--- src/rtl/mem_model_apb_arb.sv ---
// mem_model_apb_arb: two-requester round-robin APB arbiter; optional access timeout under MEM_MODEL_APB_ARB_TIMEOUT_EN.
module mem_model_apb_arb #(
  parameter int ADDRWIDTH      = 32,
  parameter int DATAWIDTH      = 32,
  parameter int TIMEOUT_CYCLES = 16
) (
  input  logic                   clk,
  input  logic                   rst,
  input  logic                   s0_psel,
  input  logic                   s0_penable,
  input  logic [ADDRWIDTH-1:0]   s0_paddr,
  input  logic                   s0_pwrite,
  input  logic [DATAWIDTH-1:0]   s0_pwdata,
  input  logic [DATAWIDTH/8-1:0] s0_pstrb,
  input  logic [2:0]             s0_pprot,
  output logic [DATAWIDTH-1:0]   s0_prdata,
  output logic                   s0_pready,
  output logic                   s0_pslverr,
  input  logic                   s1_psel,
  input  logic                   s1_penable,
  input  logic [ADDRWIDTH-1:0]   s1_paddr,
  input  logic                   s1_pwrite,
  input  logic [DATAWIDTH-1:0]   s1_pwdata,
  input  logic [DATAWIDTH/8-1:0] s1_pstrb,
  input  logic [2:0]             s1_pprot,
  output logic [DATAWIDTH-1:0]   s1_prdata,
  output logic                   s1_pready,
  output logic                   s1_pslverr,
  output logic                   m_psel,
  output logic                   m_penable,
  output logic                   m_pwrite,
  output logic [ADDRWIDTH-1:0]   m_paddr,
  output logic [DATAWIDTH-1:0]   m_pwdata,
  output logic [DATAWIDTH/8-1:0] m_pstrb,
  output logic [2:0]             m_pprot,
  input  logic [DATAWIDTH-1:0]   m_prdata,
  input  logic                   m_pready,
  input  logic                   m_pslverr
);
  typedef enum logic [1:0] {IDLE, SETUP, ACCESS, DONE} state_t;
  state_t state, state_next;
  logic grant, win, req_any, finish, expired, err;
  logic [DATAWIDTH-1:0] data;
  logic unused;
  assign unused = ^{s0_penable, s1_penable, TIMEOUT_CYCLES[0]};
  assign req_any = s0_psel | s1_psel;
  // grant doubles as the round-robin pointer: on a tie the other requester wins
  assign win = (s0_psel & s1_psel) ? ~grant : s1_psel;
`ifdef MEM_MODEL_APB_ARB_TIMEOUT_EN
  localparam int CW = $clog2(TIMEOUT_CYCLES + 1);
  logic [CW-1:0] cnt;
  always_ff @(posedge clk) cnt <= (rst || state != ACCESS) ? '0 : cnt + 1'b1;
  assign expired = cnt == CW'(TIMEOUT_CYCLES - 1);
`else
  assign expired = 1'b0;
`endif
  assign finish = state == ACCESS && (m_pready || expired);
  assign err = m_pready ? m_pslverr : 1'b1;
  assign data = m_pready ? m_prdata : '0;
  assign m_psel = state == SETUP || state == ACCESS;
  assign m_penable = state == ACCESS;
  always_comb begin
    state_next = state == IDLE   ? (req_any ? SETUP : IDLE) :
                 state == SETUP  ? ACCESS :
                 state == ACCESS ? (finish ? DONE : ACCESS) : IDLE;
  end
  always_ff @(posedge clk) state <= rst ? IDLE : state_next;
  always_ff @(posedge clk) begin
    if (rst) begin
      grant      <= 1'b1;
      m_pwrite   <= 1'b0;
      m_paddr    <= '0;
      m_pwdata   <= '0;
      m_pstrb    <= '0;
      m_pprot    <= '0;
      s0_prdata  <= '0;
      s1_prdata  <= '0;
      s0_pready  <= 1'b0;
      s1_pready  <= 1'b0;
      s0_pslverr <= 1'b0;
      s1_pslverr <= 1'b0;
    end else begin
      if (state == IDLE && req_any) begin
        grant    <= win;
        m_pwrite <= win ? s1_pwrite : s0_pwrite;
        m_paddr  <= win ? s1_paddr  : s0_paddr;
        m_pwdata <= win ? s1_pwdata : s0_pwdata;
        m_pstrb  <= win ? s1_pstrb  : s0_pstrb;
        m_pprot  <= win ? s1_pprot  : s0_pprot;
      end
      s0_pready  <= finish && !grant;
      s1_pready  <= finish && grant;
      s0_pslverr <= finish && !grant && err;
      s1_pslverr <= finish && grant && err;
      if (finish && !grant) s0_prdata <= data;
      if (finish && grant) s1_prdata <= data;
    end
  end
endmodule
--- config.mk ---
export PLATFORM = sky130hd
export DESIGN_NAME = mem_model_apb_arb
export DESIGN_NICKNAME = d
export VERILOG_FILES = /design/src/rtl/mem_model_apb_arb.sv
export SDC_FILE = /design/constraint.sdc
export NUM_CORES = 1
export LEC_CHECK = 0
export CORE_MARGIN = 2
export CORE_UTILIZATION = 39
export DETAILED_ROUTE_END_ITERATION = 16
export PLACE_DENSITY = 0.81
export SLEW_MARGIN = 10
export SYNTH_ARGS = -nofsm -noshare
export SYNTH_HDL_FRONTEND = slang
export SYNTH_SLANG_ARGS = --single-unit
--- constraint.sdc ---
create_clock -name clk -period 1.74 [get_ports clk]
set_input_delay 0.261 -clock clk [delete_from_list [all_inputs] [get_ports clk]]
set_output_delay 0.261 -clock clk [all_outputs]
set_load 0.005 [all_outputs]
==> results.ini <==
[pwr]
clkPwrFrac_pct=41.1
p_switching_mw=2.29
p_leak_nw=3.74
power.internal_mw=6.96
sw_frac_of_total_pct=24.7
total_power_mw=9.25
combPwrFrac_pct=20.0
pwr-share-seq_pct=38.9
ir_worst_vdd_v=0.000608
power.density_nw_per_um2=908

[sta]
setup_viol=0
tightest_slew_ns=0.618
rsz0062_at_grt=no
fin_skew_ns=0.00713
slew_violations=0
relSlewSlack_pct=58.8
hold_ws_ns=0.324
max_freq_mhz=611
fin_tns_setup_ns=0
period_minus_slack_ns=1.64
final-hold-violation-count=0
period_share_pct=94.0

[synthesis]
synth.distinct_cells=22
yosysSeqAreaShare_pct=48.1
ys_ff_latch=143
yosysWarnings=0
netlist_area_sq_um=5950
syn_avg_cell_area_sq_um=8.38
synth_fp_nets=897
syn_inst=710

[placement]
port_buffers=323
dpl_cell_area_sq_um=9560
dp.final_hpwl_um=13700
finalWeightedCongestion=0.790

[cells_and_area]
drive_above_1_share_pct=13.0
antenna_cells=0
fin_nets=1216
final_area_sq_um=10200
area_growth_pct=71.2

[hold_path]
min_path_type=input pin to flip-flop
hold_depth=2

[worst_setup_path]
r2r_cells=6
critPathKind=flip-flop to primary output
r2r_slack_ns=0.22
worstPathArrival_ns=1.38
start_kind=flip-flop
worstPathRequired_ns=1.48
cp_max_fo=2
endpoint_kind=primary output

[clock_tree]
cts.sinks=143
htreeDepth=4
numCtsBuffers=17
root_buffer=clkbuf_16
ctsLongestPathBuffers=2
clk_latency_ns=0.41
cts_tree=yes
clk_pin_slew_ns=0.06
holdBufCountCts=0

[routing]
vias=6163
wl_per_cell_um=15.4
viasPerCell=5.01
dr.pass1.iters=4
drc=0
wirelength_um=19000
antenna_left=0
drtIter0Drc=301

[global_route]
grt_pass1_wl_um=29400
grt_remaining_overflow=0
antenna_found_initial=0
grt_usage_pct=22.8
grt_max_degree=63
grt_pass1_vias=5873

[floorplan]
fp-row-count=45
initial_core_util_pct=39.6
io_pins=326
die_h_um=128
die_area_sq_um=16300
coreArea_sq_um=15000
die_w_um=128

[flow_run]
max_cap_viol_count=0

[outcome]
status=finished clean

==> cell usage in the layout (no fill, tap or decap), drive strengths merged <==
cell and instances:
a21bo 1, a21boi 1, a21o 1, a21oi 65, a311oi 72, a31oi 2
and3 1, and3b 1, buf 40, bufinv 3, clkbuf 21, clkdlybuf4s50 320
clkinv 3, clkinvlp 3, dfxtp 143, dlygate4sd2 2, ha 3, inv 5
nand2 272, nand3 1, nand3b 1, nor2 78, nor3b 1, o21a 1
or2 1
==> repair_timing <==
item                       4_1_cts  5_1_grt
buffers inserted                 0        0
setup endpoints to repair        2        0
hold endpoints to repair         0        0
resized for setup                3        0
==> power by group through the flow <==
stage	Combinational, mW	Sequential, mW	Clock (mW)
final	1.85	3.60	3.80
after floorplan	0.755	3.68	0
after global routing	2.00	3.62	4.02
after CTS	1.86	3.60	3.87
after global placement	1.83	3.66	0
after detailed placement	1.86	3.67	0
==> worst paths after layout <==
check / to / from
worst max-delay path: m_psel / state[0]
worst min-delay path: s0_prdata[16] / rst
worst max register to register: m_pwdata[7] / state[0]
worst min register to register: s1_prdata[31] / s1_prdata[31]
==> synthesized netlist by cell type <==
library cell | n | area, sq um
buf_2 | 33 | 165
o21a_1 | 1 | 7.51
a311oi_1 | 13 | 114
nand3b_1 | 1 | 7.51
nor3b_1 | 1 | 7.51
a31oi_1 | 2 | 12.5
inv_1 | 3 | 11.3
a21boi_1 | 1 | 7.51
a21o_1 | 1 | 7.51
buf_4 | 10 | 75.1
clkbuf_1 | 19 | 71.3
and3_1 | 1 | 6.26
nand3_1 | 1 | 5.00
a311oi_2 | 59 | 886
or2_2 | 1 | 6.26
nor2_1 | 78 | 293
a21oi_1 | 65 | 325
dfxtp_1 | 143 | 2860
a21bo_1 | 1 | 10.0
and3b_1 | 1 | 8.76
nand2_1 | 272 | 1020
ha_1 | 3 | 37.5
==> metal layers <==
metal,vias to the layer above,track usage (%),wire length (um)
met5,-,0,0
met4,0,10.2,621
met3,42,8.29,1720
met2,257,39.1,9400
met1,2835,25.4,7260
li1,3029,-,-
==> logic make-up (layout without fill, tap and decap cells) <==
logic type / Yosys count / after routing / share of synthesized area, %
AO/OA/AOI/OAI: 143 / 143 / 23.0
AND/OR/NAND/NOR: 356 / 356 / 22.8
buffers and inverters: 65 / 397 / 5.43
flip-flops: 143 / 143 / 48.1
adder cells (fa/ha/maj): 3 / 3 / 0.631
==> area by class of cell <==
class | instances | area, sq um
tap | 188 | 235
clock inverter | 11 | 155
sequential | 143 | 2860
inverter | 3 | 11.3
fill | 1213 | 4850
timing repair buffer | 362 | 3660
clock buffer | 21 | 470
multi-input combinational | 502 | 2780
==> state kept, by name, summed over array words and instances, names as in the netlist <==
register and cells:
s0_prdata 32, m_pprot 3, m_pwdata 32, m_pstrb 4, state 2, s0_pslverr 1, s0_pready 1, s1_pslverr 1
m_pwrite 1, s1_prdata 32, s1_pready 1, m_paddr 32, grant 1
==> critical path: stages (launching register included) <==
cell and delay, ns:
dfxtp_1 0.34, inv_1 0.06, ha_1 0.29, dlygate4sd2_1 0.28
==> through the flow <==
stage	std cells	worst slack (ns)	util, %
after floorplan	710	0.260	-
after global placement	1198	-0.0325	63.6
after detailed placement	1198	-0.0864	63.6
after CTS	1230	0.0775	67.7
after global routing	1230	0.0127	67.7
final	1230	0.104	67.7
(Power assumes the default switching activity.)
